--- src/rtl/inv_aes_arbiter.sv ---
// -----------------------------------------------------------------------------
// inv_aes_arbiter
//   Two-requester front end for a single inverse-AES (decryption) core.
//   Exactly one request is outstanding at the core at any time. Requests are
//   granted round-robin on a tie, issued to the core as a one-cycle pulse, and
//   the result (or a timeout error) is returned to the owning requester.
//
// Ports
//   clk, reset          : clock, asynchronous active-high reset
//   reqN_valid/ready    : request handshake, N = 0,1
//   reqN_data/key       : ciphertext and final-round key, captured on accept
//   rspN_valid/ready    : response handshake to requester N
//   rspN_data/err       : plaintext (0 on error) and timeout flag
//   core_data_valid     : one-cycle start pulse to the core
//   core_data/core_key  : operands presented to the core
//   core_res_valid/dec  : result strobe and plaintext from the core
//   busy                : high whenever the arbiter is not idle
// -----------------------------------------------------------------------------
module inv_aes_arbiter #(
   parameter int TIMEOUT = 64
) (
   input  logic         clk,
   input  logic         reset,
   input  logic         req0_valid,
   output logic         req0_ready,
   input  logic [127:0] req0_data,
   input  logic [127:0] req0_key,
   input  logic         req1_valid,
   output logic         req1_ready,
   input  logic [127:0] req1_data,
   input  logic [127:0] req1_key,
   output logic         rsp0_valid,
   input  logic         rsp0_ready,
   output logic [127:0] rsp0_data,
   output logic         rsp0_err,
   output logic         rsp1_valid,
   input  logic         rsp1_ready,
   output logic [127:0] rsp1_data,
   output logic         rsp1_err,
   output logic         core_data_valid,
   output logic [127:0] core_data,
   output logic [127:0] core_key,
   input  logic         core_res_valid,
   input  logic [127:0] core_res_dec,
   output logic         busy
);

   typedef enum logic [1:0] {IDLE, ISSUE, WAIT, RESP} state_t;

   localparam logic [15:0] TIMER_LAST = 16'(TIMEOUT - 1);

   state_t       state_q, state_d;
   logic         last_grant_q, last_grant_d;
   logic         owner_q, owner_d;
   logic [127:0] data_q, data_d;
   logic [127:0] key_q, key_d;
   logic [127:0] res_q, res_d;
   logic         err_q, err_d;
   logic [15:0]  timer_q, timer_d;
   logic         grant0, grant1;

   // last_grant_q = 1 means requester 1 was served last, so requester 0 wins a tie.
   assign grant0 = req0_valid && (!req1_valid || last_grant_q);
   assign grant1 = req1_valid && (!req0_valid || !last_grant_q);

   always_ff @(posedge clk or posedge reset) begin
      if (reset) begin
         state_q      <= IDLE;
         last_grant_q <= 1'b1;
         owner_q      <= 1'b0;
         data_q       <= '0;
         key_q        <= '0;
         res_q        <= '0;
         err_q        <= 1'b0;
         timer_q      <= '0;
      end else begin
         state_q      <= state_d;
         last_grant_q <= last_grant_d;
         owner_q      <= owner_d;
         data_q       <= data_d;
         key_q        <= key_d;
         res_q        <= res_d;
         err_q        <= err_d;
         timer_q      <= timer_d;
      end
   end

   always_comb begin
      state_d      = state_q;
      last_grant_d = last_grant_q;
      owner_d      = owner_q;
      data_d       = data_q;
      key_d        = key_q;
      res_d        = res_q;
      err_d        = err_q;
      timer_d      = timer_q;
      req0_ready   = 1'b0;
      req1_ready   = 1'b0;

      case (state_q)
         IDLE: begin
            // Ready is gated by reset so every output reads 0 while reset is held.
            req0_ready = grant0 && !reset;
            req1_ready = grant1 && !reset;
            if (grant0) begin
               owner_d = 1'b0;
               data_d  = req0_data;
               key_d   = req0_key;
               state_d = ISSUE;
            end else if (grant1) begin
               owner_d = 1'b1;
               data_d  = req1_data;
               key_d   = req1_key;
               state_d = ISSUE;
            end
         end
         ISSUE: begin
            timer_d = '0;
            state_d = WAIT;
         end
         WAIT: begin
            timer_d = timer_q + 16'd1;
            // A result arriving on the last allowed cycle still beats the timeout.
            if (core_res_valid) begin
               res_d   = core_res_dec;
               err_d   = 1'b0;
               state_d = RESP;
            end else if (timer_q == TIMER_LAST) begin
               res_d   = '0;
               err_d   = 1'b1;
               state_d = RESP;
            end
         end
         RESP: begin
            if (owner_q ? rsp1_ready : rsp0_ready) begin
               last_grant_d = owner_q;
               state_d      = IDLE;
            end
         end
         default: state_d = IDLE;
      endcase
   end

   assign busy            = (state_q != IDLE);
   assign core_data_valid = (state_q == ISSUE);
   assign core_data       = data_q;
   assign core_key        = key_q;

   // Only the owner sees a response; the other requester's outputs stay 0.
   assign rsp0_valid = (state_q == RESP) && !owner_q;
   assign rsp1_valid = (state_q == RESP) && owner_q;
   assign rsp0_data  = rsp0_valid ? res_q : '0;
   assign rsp1_data  = rsp1_valid ? res_q : '0;
   assign rsp0_err   = rsp0_valid && err_q;
   assign rsp1_err   = rsp1_valid && err_q;

endmodule

--- config.mk ---
export PLATFORM = sky130hd
export DESIGN_NAME = inv_aes_arbiter
export DESIGN_NICKNAME = d
export VERILOG_FILES = /design/src/rtl/inv_aes_arbiter.sv
export SDC_FILE = /design/constraint.sdc
export NUM_CORES = 1
export LEC_CHECK = 0
export BUFFER_PORTS_ARGS = -buffer_cell sky130_fd_sc_hd__buf_2
export CORE_AREA = 2 2 457 459
export CTS_CLUSTER_DIAMETER = 60
export DETAILED_ROUTE_END_ITERATION = 10
export DIE_AREA = 0 0 459 461
export PLACE_DENSITY = 0.37
export SETUP_SLACK_MARGIN = 0.1
export SYNTH_ARGS = -nofsm -noshare
export SYNTH_HDL_FRONTEND = slang
export SYNTH_SLANG_ARGS = --single-unit
--- constraint.sdc ---
create_clock -name clk -period 38.6 [get_ports clk]
set_input_delay 7.72 -clock clk [delete_from_list [all_inputs] [get_ports clk]]
set_output_delay 7.72 -clock clk [all_outputs]
set_load 0.1 [all_outputs]
==> flow_metrics.tcl, run 1 <==
set metrics [dict create \
    synth_edf_count 0 \
    total_power_mw 3.37 \
    synth_top_cells_by_area "sky130_fd_sc_hd__dfrtp_1 53%, sky130_fd_sc_hd__mux2i_1 14%, sky130_fd_sc_hd__o21ai_0 6.9%, sky130_fd_sc_hd__a22o_1 5.9%, sky130_fd_sc_hd__nand2_1 5.3%" \
    drive_gt1_frac 0.439 \
    synth_area_leader_cell "sky130_fd_sc_hd__dfrtp_1" \
    setup-tns-final_ns 0 \
    synth_ff_type "sky130_fd_sc_hd__dfrtp_1" \
    post_synth.cell_area_avg_um2 10.4 \
    maxSlewViolCount 0 \
    report.final.setup_viol 0 \
    rsz_0062_raised_after_global_routing "no" \
    crit_top_cell "sky130_fd_sc_hd__buf_2" \
    slowest_cell_on_crit_path "sky130_fd_sc_hd__a2111oi_0" \
    worst_ep_required_time_ns 30.88 \
    hold_violations_final 0 \
    cts_resized 0 \
    outcome "completed" \
    relSlewSlack 0.381 \
    cts_tree "yes" \
    final.setup_skew_ns 0.0272 \
    most_common_cell_in_the_synthesized_netlist "sky130_fd_sc_hd__dfrtp_1" \
    clock.fmax_ghz 0.0592 \
    grt_first_pass_wirelength_mm 161 \
    clk_latency_ns 0.67 \
    drcViolationCount 0 \
    end_kind "output pin" \
    cts.clk_slew.worst_paths_ns 0.05 \
    synthesis.area_um2 19000 \
    period_share 0.438 \
    synth_cell_types 36 \
    ys_warn_count 0 \
    core_region_area_um2 206000 \
    routed_via_density 3.32 \
    fill_cells 23577 \
    grt_start_max_net_pins 187 \
    leakage_nw 16.2 \
    synth.cells.most_frequent "404 x sky130_fd_sc_hd__dfrtp_1, 268 x sky130_fd_sc_hd__nand2_1, 262 x sky130_fd_sc_hd__o21ai_0" \
    hold_bufs_inserted_after_cts 0 \
    die_area_um2 212000 \
    fin_area_um2 29900 \
    detailed_place_hpwl_mm 99.9 \
    htree_levels 2 \
    antenna_found_initial 113 \
    ctsLongestPathBuffers 3 \
    ant_nets 0 \
    holdCritPathClass "register to register" \
    number_of_primary_i_o_pins 1167 \
    worst_setup_path_type "input pin to output pin" \
    yosys.area.top_type_share 0.532 \
    period_needed_ns 16.90 \
    fin_worst_hold_slack_ns 0.469 \
    portBuffers 1166 \
    cts_num_sinks 405 \
    via_count 18859 \
    globalRoute.totalOverflow 0 \
    chipHeight_um 461 \
    finish.net_count 3567 \
    numCtsBuffers 57 \
    route.final.wire_length_mm 120 \
    flow.area_growth_from_synthesis_pct 57.3 \
    timing_worst_slew_pin_value_ns 0.929 \
    dr.first_iter.drc_count 991 \
    postSynth.asyncResetShare 1.00 \
    synthesis.instances 1828 \
    routed_wire_length_per_instance_um 21.2 \
    synth.yosys.seq_area_share 0.533 \
    layout.core_utilization 0.145 \
    crit_chain "buf_2, inv_1, a2111oi_0, buf_2" \
    maxCapViolations 0 \
    die_w_um 459 \
    powerDensity_nw_per_um2 113 \
    max-vdd-ir-drop_uv 66.7 \
    detailed_place.area_um2 27800 \
    post_cts.repair.setup_buffers 0 \
    yosys_register_bits 405 \
    multiInputGateArea_um2 8230 \
    cell_at_the_root_of_the_clock_tree "sky130_fd_sc_hd__clkbuf_16" \
    floorplan.rows 167 \
    cp-start-kind "input pin" \
    footprint_of_the_flip_flops_and_latches_um2 10100 \
    critical_path.max_stage_delay_ns 0.67 \
    timing.critical_path.fanout_max 3 \
    total_routing_resource_utilization_after_global_routing 0.109 \
    synth_nets 2480 \
    number_of_global_route_vias_before_repair 18648 \
    place.gp.congestion 0.932 \
    timing.critical_path.arrival_ns 9.18 \
    start_util 0.0921 \
    drt_first_pass_iters 5 \
]
## layout by cell type (no fill, tap or decap), types with 21 or more instances in the layout
cell                        synthesis  final
sky130_fd_sc_hd__buf_2             45   1166
sky130_fd_sc_hd__dfrtp_1          404    403
sky130_fd_sc_hd__nand2_1          268    268
sky130_fd_sc_hd__o21ai_0          262    261
sky130_fd_sc_hd__mux2i_1          258    258
sky130_fd_sc_hd__and2_1           133    132
sky130_fd_sc_hd__and3_1           132    132
sky130_fd_sc_hd__a22o_1           128    128
sky130_fd_sc_hd__clkbuf_16          0     58
sky130_fd_sc_hd__diode_2            0     24
sky130_fd_sc_hd__buf_4              0     21
## report_power, final
group          switching, mW  internal (mW)
Combinational           1.72          0.317
Sequential             0.145          0.623
Clock                  0.222          0.344
## cells by family (layout without fill, tap and decap cells)
| logic type | Yosys count | count (layout) | share of synthesized area |
|---|---|---|---|
| buf+inv | 170 | 1302 | 0.0373 |
| mux | 259 | 259 | 0.136 |
| other cells | 0 | 24 | 0 |
| xor+xnor | 7 | 7 | 0.00322 |
| fa+ha+maj | 5 | 5 | 0.00329 |
| flops | 405 | 405 | 0.533 |
| compound gates | 409 | 409 | 0.134 |
| simple gates | 573 | 573 | 0.153 |
## worst max-delay path, delay by kind of cell
kind,cells,cell delay (ns)
AOI/OAI and AO/OA,1,0.67
buffers and inverters,3,0.79
## metrics by stage
| stage | cells | setup slack, ns |
|---|---|---|
| 5_1_grt | 5672 | 21.70 |
| 2_1_floorplan | 1828 | 18.45 |
| 6_report | 5688 | 21.70 |
| 3_5_place_dp | 5560 | 21.78 |
| 3_3_place_gp | 5560 | 21.70 |
| 4_1_cts | 5664 | 21.77 |
## flip-flops by register name (all words and copies together) (netlist names)
name and cells:
err_q 1, timer_q 16, res_q 128, state_q 2
core_key 128, owner_q 1, core_data 128, last_grant_q 1
## cell type report
type / instances / area share
clock buffer: 77 / 0.0546
sequential: 405 / 0.339
inverter: 9 / 0.00138
clock inverter: 27 / 0.0131
antenna: 24 / 0.00201
multi-input combinational: 1253 / 0.275
tap: 2704 / 0.113
timing repair buffer: 1189 / 0.202
## path summary, 6_finish.rpt
check,cells after the start,startpoint,slack (ns),to
setup / recovery,4,req1_valid,21.70,req1_ready
hold / removal,2,core_data[68]$_DFFE_PP0P_,0.47,core_data[68]$_DFFE_PP0P_
setup reg to reg,9,last_grant_q$_DFFE_PP1P_,32.87,core_data[47]$_DFFE_PP0P_
hold reg to reg,2,core_data[68]$_DFFE_PP0P_,0.47,core_data[68]$_DFFE_PP0P_
max in group asynchronous,5,reset,28.65,core_data[27]$_DFFE_PP0P_
min in group asynchronous,2,reset,7.19,core_data[83]$_DFFE_PP0P_
## per-layer routing
| layer | up-vias | global-route usage | wire, um |
|---|---|---|---|
| met5 | - | 0 | 371 |
| met4 | 60 | 0.0335 | 4320 |
| met3 | 282 | 0.0437 | 11900 |
| met2 | 1027 | 0.189 | 58000 |
| met1 | 8861 | 0.121 | 45900 |
| li1 | 8629 | - | - |
Note: power is estimated with default switching activity, not from simulation.
==> run 2: changes to the inputs <==
--- a/config.mk
+++ b/config.mk
@@ -5,12 +5,13 @@
 export SDC_FILE = /design/constraint.sdc
 export NUM_CORES = 1
 export LEC_CHECK = 0
+export ABC_AREA = 1
 export BUFFER_PORTS_ARGS = -buffer_cell sky130_fd_sc_hd__buf_2
-export CORE_AREA = 2 2 457 459
+export CORE_AREA = 2 2 451 453
 export CTS_CLUSTER_DIAMETER = 60
 export DETAILED_ROUTE_END_ITERATION = 10
-export DIE_AREA = 0 0 459 461
-export PLACE_DENSITY = 0.37
+export DIE_AREA = 0 0 453 455
+export PLACE_DENSITY = 0.38
 export SETUP_SLACK_MARGIN = 0.1
 export SYNTH_ARGS = -nofsm -noshare
 export SYNTH_HDL_FRONTEND = slang
==> constraint.sdc (replaced) <==
create_clock -name clk -period 15.2 [get_ports clk]
set_input_delay 3.04 -clock clk [delete_from_list [all_inputs] [get_ports clk]]
set_output_delay 3.04 -clock clk [all_outputs]
set_load 0.1 [all_outputs]
==> run 2 against run 1 <==
Via count grew 19%. Sequential power increased by 150%. Routed wire length rose by 27%. Core utilization is 0.55 points higher. Critical path type unchanged. Largest power group unchanged.
==> flow_metrics.tcl, run 2 <==
set metrics [dict create \
    flow.area_growth_from_synthesis_pct 56.2 \
    dr.first_iter.drc_count 1834 \
    synth_ff_type "sky130_fd_sc_hd__dfrtp_1" \
    synth_cell_types 22 \
    grt_start_max_net_pins 220 \
    yosys.area.top_type_share 0.522 \
    highest_routing_layer_actually_used "met5" \
    hold_bufs_inserted_after_cts 0 \
    floorplan.rows 165 \
    footprint_of_the_flip_flops_and_latches_um2 10100 \
    worst_setup_path_type "input pin to output pin" \
    wl_met3_mm 14.4 \
    synthXorXnorAreaFrac 0.000452 \
    core_region_area_um2 201000 \
    start_util 0.0962 \
    timing.critical_path.arrival_ns 4.43 \
    cts.clk_slew.worst_paths_ns 0.05 \
    synthMuxAreaShare 0 \
    drcViolationCount 0 \
    yosys_register_bits 405 \
    setup-tns-final_ns 0 \
    wl_met2_mm 74.7 \
    cell_at_the_root_of_the_clock_tree "sky130_fd_sc_hd__clkbuf_16" \
    holdCritPathClass "register to register" \
    synth_edf_count 0 \
    grt_first_pass_wirelength_mm 197 \
    max-vdd-ir-drop_uv 168 \
    relSlewSlack 0.264 \
    mostFrequentLayoutCell "sky130_fd_sc_hd__buf_2" \
    timing_worst_slew_pin_value_ns 1.10 \
    outcome "completed" \
    cts_num_sinks 405 \
    number_of_primary_i_o_pins 1167 \
    routed_via_density 3.54 \
    synthesis.area_um2 19400 \
    place.gp.congestion 0.904 \
    maxCapViolations 0 \
    post_synth.cell_area_avg_um2 7.64 \
    hold_violations_final 0 \
    synth_simple_gate_area_frac 0.301 \
    finish.net_count 4264 \
    die_area_um2 206000 \
    complex_gate_fraction_of_the_synthesized_area 0.0885 \
    multiInputGateArea_um2 7660 \
    post_cts.repair.setup_buffers 0 \
    via_count 22535 \
    die_w_um 453 \
    worst_ep_required_time_ns 12.16 \
    fill_cells 23377 \
    clock.fmax_ghz 0.134 \
    cp-start-kind "input pin" \
    clk_latency_ns 0.68 \
    synth_area_leader_cell "sky130_fd_sc_hd__dfrtp_1" \
    end_kind "output pin" \
    detailed_place_hpwl_mm 126 \
    synthesis.instances 2537 \
    total_routing_resource_utilization_after_global_routing 0.141 \
    htree_levels 3 \
    ys_warn_count 0 \
    number_of_global_route_vias_before_repair 21435 \
    ant_nets 0 \
    route.final.wire_length_mm 153 \
    layout.core_utilization 0.150 \
    synth_top_cells_by_area "sky130_fd_sc_hd__dfrtp_1 52%, sky130_fd_sc_hd__nand2_1 16%, sky130_fd_sc_hd__nor2_1 10%, sky130_fd_sc_hd__a31oi_1 8.3%, sky130_fd_sc_hd__nand3_1 3.6%" \
    powerDensity_nw_per_um2 307 \
    most_common_cell_in_the_synthesized_netlist "sky130_fd_sc_hd__nand2_1" \
    synth.yosys.seq_area_share 0.523 \
    maxSlewViolCount 0 \
    cts_resized 0 \
    synth_area_in_adders 0.00323 \
    final.setup_skew_ns 0.0383 \
    timing.critical_path.fanout_max 20 \
    hold_path_depth 2 \
    synth_nets 3189 \
    met1_length_mm 58.5 \
    rsz_0062_raised_after_global_routing "no" \
    numCtsBuffers 70 \
    drt_first_pass_iters 5 \
    portBuffers 1166 \
    cts_tree "yes" \
    reg2reg_depth 7 \
    period_needed_ns 7.47 \
    period_share 0.491 \
    routed_wire_length_per_instance_um 24.1 \
    globalRoute.totalOverflow 0 \
    postSynth.asyncResetShare 1.00 \
    synth.cells.most_frequent "809 x sky130_fd_sc_hd__nand2_1, 539 x sky130_fd_sc_hd__nor2_1, 404 x sky130_fd_sc_hd__dfrtp_1" \
    antenna_found_initial 123 \
    chipHeight_um 455 \
    synth_top_family_by_area "simple AND/OR/NAND/NOR gates" \
    mostFrequentLayoutCells "1165 x sky130_fd_sc_hd__buf_2, 807 x sky130_fd_sc_hd__nand2_1, 539 x sky130_fd_sc_hd__nor2_1, 404 x sky130_fd_sc_hd__dfrtp_1, 256 x sky130_fd_sc_hd__a31oi_1" \
    ctsLongestPathBuffers 3 \
    leakage_nw 15.1 \
    drive_gt1_frac 0.359 \
    report.final.setup_viol 0 \
]
-- run 2: changes by cell type after synthesis, sizes merged, moves of 60 or more --
cell,change
nand2,+541
nand3,+133
nor2,+528
a31oi,+256
mux2i,-258
and2,-133
and3,-132
clkbuf,-60
buf,+84
a22o,-128
inv,+152
o21ai,-253
-- run 2: power by group --
part	internal, mW	total, mW	switching, mW
registers	1.60	1.91	0.313
logic	0.816	5.72	4.90
clock network	0.994	1.66	0.665
total	3.41	9.29	5.88
-- run 2: per-stage QoR --
step                      total power, mW  hold slack, ns  std cells  worst slack (ns)  instance area (um2)
final                                9.29           0.469       6374              7.73                30300
after global routing                 9.71           0.485       6352              7.63                30200
after CTS                            9.41           0.472       6339              7.69                30200
after detailed placement             7.70           0.458       6212              7.69                27800
after floorplan                      6.35           0.442       2537              2.28                19400
after global placement               7.68           0.453       6212              7.71                27800
-- run 2: kinds of logic (layout without fill, tap and decap cells) --
family,after synthesis,in the layout
and+or+nand+nor,1502,1502
DFF,405,405
buffers and inverters,346,1476
AOI/OAI and AO/OA,278,278
adders and majority gates,5,5
xor gates and xnor gates,1,1
other,0,35
-- run 2: layout make-up --
type | count | share of cell area
inverters | 161 | 0.0207
repair buffers | 1188 | 0.200
flip-flops and latches | 405 | 0.335
diodes | 35 | 0.00289
clock buffers | 90 | 0.0647
clock inverters | 37 | 0.0137
well taps | 2672 | 0.110
multi-input cells | 1786 | 0.253
-- run 2: per-layer routing --
layer	track usage	up-vias
met2	0.240	1015
met5	0	-
li1	-	10311
met3	0.0494	295
met1	0.165	10856
met4	0.0467	58
-- run 2: worst max-delay path: stages --
cell and delay, ns:
sky130_fd_sc_hd__buf_2 0.12, sky130_fd_sc_hd__clkinvlp_4 0.33, sky130_fd_sc_hd__nand3_1 0.21, sky130_fd_sc_hd__nor2_1 0.23, sky130_fd_sc_hd__buf_2 0.49
-- run 2: final timing paths --
path | start | to | slack (ns)
min reg2reg | res_q[105]$_DFFE_PP0P_ | res_q[105]$_DFFE_PP0P_ | 0.47
max reg2reg | last_grant_q$_DFFE_PP1P_ | core_key[91]$_DFFE_PP0P_ | 11.45
min in group asynchronous | reset | core_key[14]$_DFFE_PP0P_ | 2.40
min | res_q[105]$_DFFE_PP0P_ | res_q[105]$_DFFE_PP0P_ | 0.47
max in group asynchronous | reset | core_data[1]$_DFFE_PP0P_ | 9.35
max | reset | req1_ready | 7.73
==> run 3: changes to the inputs <==
--- a/config.mk
+++ b/config.mk
@@ -5,13 +5,13 @@
 export SDC_FILE = /design/constraint.sdc
 export NUM_CORES = 1
 export LEC_CHECK = 0
-export ABC_AREA = 1
+export ABC_AREA = 0
 export BUFFER_PORTS_ARGS = -buffer_cell sky130_fd_sc_hd__buf_2
-export CORE_AREA = 2 2 451 453
+export CORE_AREA = 2 2 457 459
 export CTS_CLUSTER_DIAMETER = 60
 export DETAILED_ROUTE_END_ITERATION = 10
-export DIE_AREA = 0 0 453 455
-export PLACE_DENSITY = 0.38
+export DIE_AREA = 0 0 459 461
+export PLACE_DENSITY = 0.37
 export SETUP_SLACK_MARGIN = 0.1
 export SYNTH_ARGS = -nofsm -noshare
 export SYNTH_HDL_FRONTEND = slang
==> constraint.sdc (replaced) <==
create_clock -name clk -period 6.96 [get_ports clk]
set_input_delay 1.392 -clock clk [delete_from_list [all_inputs] [get_ports clk]]
set_output_delay 1.392 -clock clk [all_outputs]
set_load 0.1 [all_outputs]
==> run 3 against run 2 <==
Sequential power is 130% higher. Clock skew decreased by 0.013 ns. Hold slack gained 0.0012 ns. First-iteration DRC count fell by 37%. Combinational power up 99%. Cell count down 10%. Setup slack got worse by 5.5 ns. Routed wire length fell by 13%. Power grew 110%. Core utilization down 0.31 points. Critical endpoint is now rsp0_data[83].
==> flow_metrics.tcl, run 3 (synthesis gave the netlist of run 1 again) <==
set metrics [dict create \
    core_region_area_um2 206000 \
    fill_cells 23594 \
    report.final.setup_viol 0 \
    route.final.wire_length_mm 134 \
    number_of_primary_i_o_pins 1167 \
    hold_bufs_inserted_after_cts 0 \
    rsz_0062_raised_after_global_routing "no" \
    globalRoute.totalOverflow 0 \
    post_cts.repair.setup_buffers 0 \
    setup-tns-final_ns 0 \
    footprint_of_the_flip_flops_and_latches_um2 10100 \
    clock.fmax_ghz 0.210 \
    crit_cells 5 \
    timing.reg2reg.setup_slack_ns 4.01 \
    portBuffers 1166 \
    chipHeight_um 461 \
    drt_first_pass_iters 5 \
    critical_path.top_delay_family "buffers and inverters" \
    timing.critical_path.arrival_ns 3.36 \
    cp-start-kind "register" \
    powerDensity_nw_per_um2 634 \
    cts_num_sinks 405 \
    routed_via_density 3.36 \
    crit_chain "ha_4, nor2b_4, buf_4, and2_1, buf_2" \
    detailed_place_hpwl_mm 111 \
    period_needed_ns 4.75 \
    mostFrequentLayoutCell "sky130_fd_sc_hd__buf_2" \
    grt_first_pass_wirelength_mm 173 \
    total_routing_resource_utilization_after_global_routing 0.121 \
    reg2reg_to "core_data[53]$_DFFE_PP0P_" \
    dr.first_iter.drc_count 1157 \
    worst_setup_path_type "register to output pin" \
    drcViolationCount 0 \
    timing.critical_path.buf_inv 2 \
    reg2reg_depth 5 \
    flow.area_growth_from_synthesis_pct 59.8 \
    slowest_cell_on_crit_path "sky130_fd_sc_hd__buf_4" \
    ctsLongestPathBuffers 3 \
    htree_levels 3 \
    final.setup_skew_ns 0.0257 \
    maxCapViolations 0 \
    finish.net_count 3587 \
    grt_start_max_net_pins 215 \
    timing.critical_path.fanout_max 115 \
    number_of_global_route_vias_before_repair 18813 \
    critical_path.max_stage_delay_ns 0.77 \
    detailed_place.area_um2 28000 \
    numCtsBuffers 68 \
    critPathLaunch "state_q[0]$_DFFE_PP0P_" \
    max-vdd-ir-drop_uv 329 \
    outcome "completed" \
    drive_gt1_frac 0.443 \
    timing_worst_slew_pin_value_ns 1.14 \
    holdCritPathClass "register to register" \
    mostFrequentLayoutCells "1166 x sky130_fd_sc_hd__buf_2, 403 x sky130_fd_sc_hd__dfrtp_1, 268 x sky130_fd_sc_hd__nand2_1, 261 x sky130_fd_sc_hd__o21ai_0, 258 x sky130_fd_sc_hd__mux2i_1" \
    worst_reg2reg_path_startpoint "last_grant_q$_DFFE_PP1P_" \
    cts_resized 0 \
    multiInputGateArea_um2 8230 \
    floorplan.rows 167 \
    relSlewSlack 0.241 \
    leakage_nw 16.4 \
    start_util 0.0921 \
    maxSlewViolCount 0 \
    ant_nets 0 \
    worst_ep_required_time_ns 5.57 \
    place.gp.congestion 0.935 \
    end_kind "output pin" \
    hold_violations_final 0 \
    via_count 19260 \
    fin_area_um2 30400 \
    die_area_um2 212000 \
    period_share 0.683 \
    routed_wire_length_per_instance_um 23.3 \
    clk_latency_ns 0.66 \
    cts_tree "yes" \
    cts.clk_slew.worst_paths_ns 0.05 \
    cell_at_the_root_of_the_clock_tree "sky130_fd_sc_hd__clkbuf_16" \
    antenna_found_initial 139 \
    timing.critical_path.to "rsp0_data[83]" \
    die_w_um 459 \
]
[run 3: changes by cell type in the layout (fill, tap and decap cells not counted), sizes merged, moves of 133 or more]
cell,delta
inv,-159
a31oi,-256
nand3,-133
mux2i,+258
nand2,-541
nor2,-528
o21ai,+253
and2,+133
[run 3: area by class of cell]
cell class,instances,area share
diodes,38,0.00313
clock buffers,90,0.0627
clock inverters,33,0.0136
inverters,9,0.00124
multi-input cells,1253,0.271
flip-flops and latches,405,0.334
well taps,2704,0.111
repair buffers,1198,0.204
[run 3: metal layers]
metal	vias up	wire, um	track usage
li1	8703	-	-
met1	9049	50200	0.133
met2	1105	64400	0.207
met3	337	14200	0.0530
met4	66	4590	0.0415
met5	-	414	0
[run 3: where the power goes]
group / internal (mW) / switching, mW
clock: 2.13 / 1.37
combinational: 1.79 / 9.57
sequential: 3.46 / 0.947
[run 3: metrics by stage]
step	std cells	util	worst slack, ns	hold WS [ns]	power, mW
floorplan	1828	-	0.113	0.469	13.3
global placement	5569	0.136	2.79	0.458	15.8
detailed placement	5569	0.136	2.81	0.465	15.9
CTS	5692	0.147	2.11	0.476	19.5
global route	5712	0.147	1.96	0.493	20.1
finish	5730	0.147	2.21	0.470	19.3
[run 3: worst register-to-register path, stage by stage (launching register included)]
cell and delay [ns]:
sky130_fd_sc_hd__dfstp_2 0.43, sky130_fd_sc_hd__o21ai_4 0.51, sky130_fd_sc_hd__buf_12 0.39, sky130_fd_sc_hd__buf_12 0.94
sky130_fd_sc_hd__mux2i_1 0.41, sky130_fd_sc_hd__o21ai_0 0.10
[run 3: how the worst min path moves through the flow]
stage / to / slack, ns / startpoint / cells after the start
after global placement: core_key[54]$_DFFE_PP0P_ / 0.46 / core_key[54]$_DFFE_PP0P_ / 2
after floorplan: err_q$_DFFE_PP0P_ / 0.47 / err_q$_DFFE_PP0P_ / 2
after detailed placement: core_key[113]$_DFFE_PP0P_ / 0.46 / core_key[113]$_DFFE_PP0P_ / 2
after global routing: core_key[65]$_DFFE_PP0P_ / 0.49 / core_key[65]$_DFFE_PP0P_ / 2
after CTS: core_data[81]$_DFFE_PP0P_ / 0.48 / core_data[81]$_DFFE_PP0P_ / 2
final: core_data[21]$_DFFE_PP0P_ / 0.47 / core_data[21]$_DFFE_PP0P_ / 2
